`src/rtl/fir_fifo_uart_tx.sv`:
```
// fir_fifo_uart_tx: reader end of the FIR output FIFO. Pops one sample at a time
// and sends it on the TX pin as UART 8N1 bytes, MSB byte first, LSB bit first.
module fir_fifo_uart_tx #(
    parameter int DATA_WIDTH   = 16,
    parameter int CLKS_PER_BIT = 104
) (
    input  logic                    i_clk,
    input  logic                    i_rstn,
    input  logic                    i_fifo_empty,
    output logic                    o_fifo_rden,
    input  logic [2*DATA_WIDTH-1:0] i_fifo_data,
    output logic                    o_uart_tx,
    output logic                    o_busy,
    output logic                    o_sample_done
);

    localparam int SAMPLE_W = 2 * DATA_WIDTH;
    localparam int NBYTES   = SAMPLE_W / 8;
    localparam int CNT_W    = $clog2(CLKS_PER_BIT);
    localparam int IDX_W    = (NBYTES > 1) ? $clog2(NBYTES) : 1;

    localparam logic [CNT_W-1:0] CNT_LAST  = CNT_W'(CLKS_PER_BIT - 1);
    localparam logic [IDX_W-1:0] BYTE_LAST = IDX_W'(NBYTES - 1);

    typedef enum logic [2:0] {
        S_IDLE,
        S_READ,
        S_LATCH,
        S_START,
        S_DATA,
        S_STOP
    } state_t;

    state_t              state;
    logic [SAMPLE_W-1:0] shift_reg;
    logic [CNT_W-1:0]    clk_cnt;
    logic [2:0]          bit_idx;
    logic [IDX_W-1:0]    byte_idx;

    logic [7:0] cur_byte;
    logic [2:0] next_bit;
    logic       bit_end;

    // The byte on the wire is always the top byte; the register shifts left by
    // a byte after each stop bit so the next byte moves into place.
    assign cur_byte = shift_reg[SAMPLE_W-1 -: 8];
    assign next_bit = bit_idx + 3'd1;
    assign bit_end  = (clk_cnt == CNT_LAST);

    // Read/serialise sequencer; every output is a register updated on the
    // transition into the cycle where it must be visible.
    always_ff @(posedge i_clk or negedge i_rstn) begin
        if (!i_rstn) begin
            state         <= S_IDLE;
            shift_reg     <= '0;
            clk_cnt       <= '0;
            bit_idx       <= '0;
            byte_idx      <= '0;
            o_fifo_rden   <= 1'b0;
            o_uart_tx     <= 1'b1;
            o_busy        <= 1'b0;
            o_sample_done <= 1'b0;
        end else begin
            o_fifo_rden   <= 1'b0;
            o_sample_done <= 1'b0;
            case (state)
                S_IDLE: begin
                    if (!i_fifo_empty) begin
                        state       <= S_READ;
                        o_fifo_rden <= 1'b1;
                        o_busy      <= 1'b1;
                    end
                end
                S_READ: begin
                    state <= S_LATCH;
                end
                S_LATCH: begin
                    shift_reg <= i_fifo_data;
                    byte_idx  <= '0;
                    clk_cnt   <= '0;
                    o_uart_tx <= 1'b0;
                    state     <= S_START;
                end
                S_START: begin
                    if (bit_end) begin
                        clk_cnt   <= '0;
                        bit_idx   <= '0;
                        o_uart_tx <= cur_byte[0];
                        state     <= S_DATA;
                    end else begin
                        clk_cnt <= clk_cnt + CNT_W'(1);
                    end
                end
                S_DATA: begin
                    if (bit_end) begin
                        clk_cnt <= '0;
                        if (bit_idx == 3'd7) begin
                            o_uart_tx <= 1'b1;
                            state     <= S_STOP;
                        end else begin
                            bit_idx   <= next_bit;
                            o_uart_tx <= cur_byte[next_bit];
                        end
                    end else begin
                        clk_cnt <= clk_cnt + CNT_W'(1);
                    end
                end
                S_STOP: begin
                    if (bit_end) begin
                        clk_cnt <= '0;
                        if (byte_idx == BYTE_LAST) begin
                            o_busy        <= 1'b0;
                            o_sample_done <= 1'b1;
                            state         <= S_IDLE;
                        end else begin
                            byte_idx  <= byte_idx + IDX_W'(1);
                            shift_reg <= shift_reg << 8;
                            o_uart_tx <= 1'b0;
                            state     <= S_START;
                        end
                    end else begin
                        clk_cnt <= clk_cnt + CNT_W'(1);
                    end
                end
                default: begin
                    state <= S_IDLE;
                end
            endcase
        end
    end

endmodule

```
`config.mk`:
```
export PLATFORM = sky130hd
export DESIGN_NAME = fir_fifo_uart_tx
export DESIGN_NICKNAME = d
export VERILOG_FILES = /design/src/rtl/fir_fifo_uart_tx.sv
export SDC_FILE = /design/constraint.sdc
export NUM_CORES = 1
export LEC_CHECK = 0
export BUFFER_PORTS_ARGS = -buffer_cell sky130_fd_sc_hd__buf_2
export CAP_MARGIN = 10
export CORE_MARGIN = 1.5
export CORE_UTILIZATION = 55
export DETAILED_ROUTE_END_ITERATION = 8
export GPL_TIMING_DRIVEN = 0
export PLACE_DENSITY = 0.77
export RECOVER_POWER = 50
export SYNTH_ARGS = -nofsm -noshare
export SYNTH_HDL_FRONTEND = slang
export SYNTH_SLANG_ARGS = --single-unit
```
`constraint.sdc`:
```
create_clock -name i_clk -period 4.1 [get_ports i_clk]
set_input_delay 0.82 -clock i_clk [delete_from_list [all_inputs] [get_ports i_clk]]
set_output_delay 0.82 -clock i_clk [all_outputs]
set_load 0.02 [all_outputs]
```
==> results of run 1 <==
==> critical path: cells and delay by family (launching register included) <==
family | cells | cell delay, ps
fa+ha+maj | 1 | 240
flops | 1 | 410
buf+inv | 3 | 540
simple gates | 2 | 350
compound gates | 1 | 340
mux | 1 | 300
==> layout make-up <==
cell class | count | area share, %
timing repair buffer | 39 | 6.70
tap | 67 | 2.69
clock inverter | 1 | 0.160
clock buffer | 7 | 2.45
sequential | 51 | 40.9
multi-input combinational | 193 | 43.1
inverter | 6 | 0.722
buffer | 14 | 3.21
==> worst paths after layout <==
| path | to |
|---|---|
| setup / recovery | shift_reg[30]$_DFFE_PN0P_ |
| hold / removal | clk_cnt[0]$_DFFE_PN0P_ |
| setup reg to reg | shift_reg[30]$_DFFE_PN0P_ |
| hold reg to reg | shift_reg[2]$_DFFE_PN0P_ |
| max in group asynchronous | o_uart_tx$_DFFE_PN1P_ |
| min in group i_clk | shift_reg[2]$_DFFE_PN0P_ |
==> cell families (layout without fill, tap and decap cells) <==
| family | after synthesis | count (layout) | synth area share [%] |
|---|---|---|---|
| AOI/OAI and AO/OA | 41 | 41 | 10.6 |
| xor gates and xnor gates | 1 | 1 | 0.319 |
| adders and majority gates | 6 | 6 | 2.73 |
| buffers and inverters | 20 | 67 | 4.51 |
| DFF | 51 | 51 | 46.5 |
| muxes | 30 | 30 | 15.9 |
| and+or+nand+nor | 115 | 115 | 19.4 |
==> layer usage <==
layer	vias up	global-route usage (%)	wire, um
met3	6	2.88	189
met1	943	31.4	2620
met4	0	6.79	62
met5	-	0	0
li1	1007	-	-
met2	37	33.9	2400
==> synth_stat cells, drive strengths merged (3+ instances only) <==
| library cell | number | area (um2) |
|---|---|---|
| nand2 | 80 | 300 |
| dfrtp | 50 | 1250 |
| mux2 | 27 | 383 |
| o21ai | 11 | 55.1 |
| a22o | 10 | 87.6 |
| nor2 | 10 | 47.6 |
| clkbuf | 8 | 30.0 |
| a21oi | 6 | 30.0 |
| buf | 6 | 71.3 |
| ha | 6 | 75.1 |
| inv | 6 | 22.5 |
| a31oi | 5 | 31.3 |
| and2 | 3 | 22.5 |
| nor2b | 3 | 18.8 |
==> stage by stage <==
step | hold slack [ps] | setup slack, ps | std cells | area (um2) | utilization [%]
2_1_floorplan | 464 | 2040 | 264 | 2750 | -
3_3_place_gp | 477 | 1880 | 369 | 3020 | 63.6
3_5_place_dp | 481 | 1840 | 369 | 3020 | 63.6
4_1_cts | 510 | 1830 | 377 | 3100 | 65.3
5_1_grt | 489 | 1720 | 378 | 3120 | 65.6
6_report | 456 | 1830 | 378 | 3120 | 65.6
==> power by group through the flow <==
stage	Sequential [mW]	Clock, mW	Combinational, mW
6_report	0.529	0.282	0.0633
5_1_grt	0.531	0.297	0.0716
4_1_cts	0.529	0.285	0.0626
3_5_place_dp	0.539	0	0.0626
3_3_place_gp	0.538	0	0.0612
2_1_floorplan	0.536	0	0.0321
==> impl_summary.md, run 1 <==
Power
The power per cell area is 280 mW/mm2. The sequential fraction of design power is 60.5%. In this run the static leakage power is around 1.6 nW.

The switching power share of the total is 22.6%. The power after layout is 874 uW. The net switching power figure is 198 uW. Cell internal power was estimated by the tool at between 600 and 700 uW.

Combinational cells account for under 10% of the total power. The worst supply voltage drop on vdd is between 150 and 200 uV. In this run, the clock network consumes 32.2% of the power.

Timing
Timing would allow up to between 400 and 500 MHz. The clock period minus final worst setup slack is 2270 ps. The total negative setup slack is 0 ps. The final number of max-transition violations was 0. Setup repair after global routing left no endpoint under its margin.

The hold violation total from the final report is 0. The setup violation total in the final timing report is 0. For the final database, setup skew stands at between 4 and 5 ps. The share of the cycle needed by the critical path after routing is approximately 55%. The slew at the pin closest to its max-slew limit is around 520 ps. The relative slew slack is between 60% and 70%.

Synthesis
After synthesis, the mean cell area works out to between 10 and 15 um2. The cell area after technology mapping is 0.00275 mm2. In the synthesized netlist the async set-or-reset flop fraction comes to 100%.

For this run, the leading register cell type out of synthesis is sky130_fd_sc_hd__dfrtp_1. The post-synthesis sequential element count is 51. The number of distinct library cells after synthesis is 50. The register area share after synthesis is a little under half. The number of synthesized flops with an enable pin is 0.

After technology mapping, the gate count stands at 264. The post-synth net total is 305. The warning count from the yosys run is 0.

Clocking
The clock drives between 50 and 60 sinks. TritonCTS built the clock tree. The clock reaches the later pin of the worst-skew pair after 300 ps. The number of H-tree levels is 2. Post-CTS timing repair inserted 0 buffers for setup. The cell at the root of the clock tree is sky130_fd_sc_hd__clkbuf_8. Buffers inserted to repair hold after CTS numbered 0. The clock buffer count from CTS is 5.

In this run the deepest clock path goes through 2 buffers. The number of gates resized after cts is 0. After clock tree synthesis, the clock-pin slew on the worst setup and hold paths is roughly 90 ps.

Layout
The register with the most flip-flops in the layout has 32 of them. The number of nets in the final layout is 351. The area of the multi-input gates is between 0.001 and 0.0015 mm2. The number of antenna diodes in the final layout is 0.

Leaving out fill and tap cells, the most frequent cells in the layout are sky130_fd_sc_hd__nand2_1, sky130_fd_sc_hd__dfrtp_1, sky130_fd_sc_hd__buf_2. The library cell used most frequently in the layout, excluding fill and tap cells, is sky130_fd_sc_hd__nand2_1. The post-route netlist has between 20% and 30% of its cells at a drive strength greater than 1. The register cell area after layout is 0.00128 mm2. The number of fillers in the final layout is 412. Relative to the synthesized area, the layout overhead comes to 13.6%.

Setup path
Data arrives at the worst endpoint at around 2500 ps. The worst setup path is launched from a flop. The category of the critical setup timing path is flop to flop. The largest fanout on the critical path is 10. For the worst setup path, the data required time is 4290 ps. The source of the worst register-to-register timing path is clk_cnt[0]$_DFFE_PN0P_. The element type at the critical path end is a flop. The cell with the biggest individual delay on the critical path is sky130_fd_sc_hd__dfrtp_1. The slack of the worst reg-to-reg path is approximately 1800 ps. The origin of the worst setup path is clk_cnt[0]$_DFFE_PN0P_.

The worst stage delay on the critical path is 410 ps. Traced cell by cell, the critical path runs through ha_1 > and2_1 > clkbuf_1 > and2_4 > buf_6 > o22ai_4 > buf_6 > mux2_4. For the worst flop-to-flop path, the logic depth is 8. The cell repeated most along the worst path is sky130_fd_sc_hd__buf_6.

GRT
The number of antenna violations at the first check in global routing is 0. Global routing used 21.7% of the available tracks. Global routing finished with a remaining overflow of 0. The via count of the first global-routing pass was between 1500 and 2000.

The first global-routing pass estimated 8920 um of wire. The largest net degree at the start of global routing is 52.

Route
For this run, design rule violations remaining after detail routing come to 0. The detail-routed via count per cell is between 5 and 6. The detail route stage leaves a number of antenna-violating nets equal to 0. The routed design has about 5300 um of wire. For this block, the via count after detailed routing is 1993.

Dividing the detail-routed wire length by the instance count gives around 14 um. The first detailed-routing pass ran for 5 iterations. The DRC violation total after the first TritonRoute iteration is 59.

Floorplanning
In this run the count of I/O pins placed on the die edge is 39. The initial utilization of the core area, before any placement, comes to roughly 58%. The die area is ~0.0054 mm2. The number of placement rows is 25. The total area inside the core boundary comes to ~0.0048 mm2. In this run the vertical extent of the chip is 73.7 um. Measured along the x axis, the die boundary spans approximately 74 um.

Placed design
The port buffer count is 38. The congestion estimate from routability-driven global placement came to 0.870. Detailed placement ended at an HPWL of between 3000 and 4000 um.

Outcome
The run finished with clean final reports.

Run
The tool flagged a number of max-cap violations equal to 0.

Min path
The min-delay analysis places its worst path in the category input port to asynchronous set/reset pin.
Note: power is estimated with default switching activity, not from simulation.
==> inputs of run 2 (changes only) <==
==> constraint.sdc (replaced) <==
create_clock -name i_clk -period 2.22 [get_ports i_clk]
set_input_delay 0.444 -clock i_clk [delete_from_list [all_inputs] [get_ports i_clk]]
set_output_delay 0.444 -clock i_clk [all_outputs]
set_load 0.02 [all_outputs]
==> impl_summary.md, run 2 (synthesized netlist as in run 1, its figures left out) <==
Clocking
The clock reaches the later pin of the worst-skew pair after ~300 ps. The number of clock buffers added by TritonCTS is 5. The cell at the root of the clock tree is sky130_fd_sc_hd__clkbuf_8.

The number of gates resized after cts is 0. The clock tree from TritonCTS is done. The clock passes through at most 2 buffers. The clock input transition at the sequential cells of the worst setup and hold paths is around 90 ps. The tree built by TritonCTS fans out to roughly 50 sinks. The number of H-tree levels is 2.

Min path
The worst hold-check path type is input port to flop.

GRT
The via count of the first global-routing pass was between 1500 and 2000. The largest net degree at the start of global routing is 52. For this run the aggregate overflow at the end of global routing stands at 0.

Global routing used between 20% and 30% of the available tracks across all layers. The first global-routing pass estimated about 9000 um of wire. The number of antenna violations at the first check in global routing came to 0.

Timing
In this run the tightest slew margin relative to its limit is 38.4%. At the pin with the least slew margin, the transition time is ~920 ps. The maximum clock frequency is roughly 480 MHz.

The setup violation total in the final timing report is 0. The share of the cycle needed by the critical path after routing is between 90% and 100%. After routing, the total negative slack on setup checks comes to 0 ps. The clock period minus final worst setup slack is roughly 2100 ps.

The post-route worst hold slack is around 310 ps. Setup repair after global routing left no endpoint under its margin. The hold violation total from the final report is 0. The final number of max-transition violations is 0. The worst clock skew is 4.61 ps.

Placed design
The final weighted congestion in routability-driven placement is 0.870. The port buffer count is 38. The total half-perimeter wirelength after legalization and detailed placement is just under 4000 um. The placed cell count is between 300 and 400. The placed cell area is 0.00302 mm2.

Route
The highest layer touched by signal routing is met4. Dividing the detail-routed via count by the number of cells gives approximately 5.2. After the first detailed-routing iteration, the DRC count stood at 86. The number of vias after detailed routing is approximately 2000. After detailed routing, the number of remaining DRC violations is 0. The detailed-route wire length on metal 1 is roughly 2700 um. The routed design uses between 2000 and 2500 um of met2 wire. The number of nets with antenna violations after detailed routing is 0. For this block, the routed nets add up to 5340 um of wire. Summed over all nets, wire length on met3 after detailed routing comes to roughly 140 um. The iteration count of the initial detailed-routing pass is 4.

In the final routed layout, each cell accounts on average for approximately 14 um.

Setup path
Tracing the worst setup path back leads to its startpoint at clk_cnt[0]$_DFFE_PN0P_. The source of the worst register-to-register timing path is clk_cnt[0]$_DFFE_PN0P_. The data arrival at the endpoint of the critical path is 2280 ps.

Walking the worst path, the cells encountered are ha_1 > and2_1 > and2_4 > buf_6 > o22ai_4 > buf_4 > mux2_2. The category of the critical setup timing path is flop to flop. The type of origin of the critical path is a flop. Across all register-to-register paths, the minimum setup slack is about 130 ps. STA classifies the critical path endpoint as a flop. On the critical path, the stage with the largest delay is an instance of sky130_fd_sc_hd__dfrtp_1.

The largest fanout on the critical path is 8. The worst stage delay on the critical path is a little over 400 ps. At the worst endpoint, the required time is 2410 ps.

The number of cells on the worst reg-to-reg path is 7. In this run the worst setup path terminates at shift_reg[9]$_DFFE_PN0P_. The capturing point of the worst reg2reg path is shift_reg[9]$_DFFE_PN0P_.

Layout
The post-layout instance count excluding filler cells is ~380. The number of flip-flops under the largest register name is 32. The antenna diode count is 0.

The number of nets in the final layout is about 350. The fraction of layout cells with a size suffix above 1 is 28.7%. The commonest non-fill, non-tap cell in the layout is sky130_fd_sc_hd__nand2_1. In the layout the commonest cells are sky130_fd_sc_hd__nand2_1, sky130_fd_sc_hd__dfrtp_1, sky130_fd_sc_hd__buf_2. The final instance area is 0.00313 mm2. From synthesis to final layout, the design area changed by 14.0%.

Outcome
The run finished with clean final reports.

Power
Power spread over the standard cell area amounts to between 500 and 600 mW/mm2. The worst supply voltage drop on vdd is just under 300 uV. The design draws between 1.5 and 2 mW.

The leakage power is 1.60 nW.

Floorplanning
During I/O placement, the number of pins put on the boundary was 39. For this configuration, the core starts out at a cell density of between 50 and 60%. The number of placement rows is 25.

From left edge to right edge, the die measures around 74 um. The die area is approximately 0.0054 mm2. Measured along the y axis, the die boundary spans 73.7 um. The area of the core is between 0.004 and 0.005 mm2.

Run
The tool flagged a number of max-cap violations equal to 0.
## run 2: per-layer routing
layer,vias up,track usage (%)
met2,35,34.0
li1,1012,-
met1,933,31.5
met3,6,2.88
met5,-,0
met4,0,6.79
## run 2: cell type report
cell class / count / area, um2
fillers: 407 / 1620
multi-input cells: 193 / 1350
flip-flops and latches: 51 / 1280
repair buffers: 43 / 224
plain buffers: 13 / 97.6
well taps: 67 / 83.8
clock buffers: 7 / 76.3
inverters: 6 / 22.5
clock inverters: 1 / 5.00
## run 2: worst min path at each step
stage / startpoint / depth (start not counted) / endpoint
2_1_floorplan: i_rstn / 0 / bit_idx[0]$_DFFE_PN0P_
3_3_place_gp: clk_cnt[1]$_DFFE_PN0P_ / 2 / clk_cnt[1]$_DFFE_PN0P_
3_5_place_dp: shift_reg[2]$_DFFE_PN0P_ / 1 / shift_reg[2]$_DFFE_PN0P_
4_1_cts: i_fifo_empty / 2 / o_fifo_rden$_DFF_PN0_
5_1_grt: i_fifo_empty / 2 / o_fifo_rden$_DFF_PN0_
6_report: i_fifo_empty / 2 / o_fifo_rden$_DFF_PN0_
## run 2: what timing repair did
action,CTS,global route
endpoints found under the hold margin,0,8
buffers inserted,2,1
pin swaps,1,1
setup endpoints to repair,21,25
hold buffers,0,1
cloned,0,0
## run 2: critical path, delay by kind of cell (launching register included)
kind            cells  cell delay, ps
buf+inv             2             310
compound gates      1             280
simple gates        2             420
fa+ha+maj           1             240
flops               1             410
mux                 1             320
## run 2: per-stage QoR
step / setup slack, ps / util (%)
floorplan: 157 / -
global placement: 0.383 / 63.6
detailed placement: -37.7 / 63.6
CTS: 30.8 / 65.6
global route: 14.8 / 65.9
finish: 129 / 65.9
## run 2: report_power, final
group | total (mW) | switching [mW] | internal [mW]
clock network | 0.517 | 0.295 | 0.222
logic | 0.115 | 0.0474 | 0.0675
registers | 0.978 | 0.0188 | 0.959
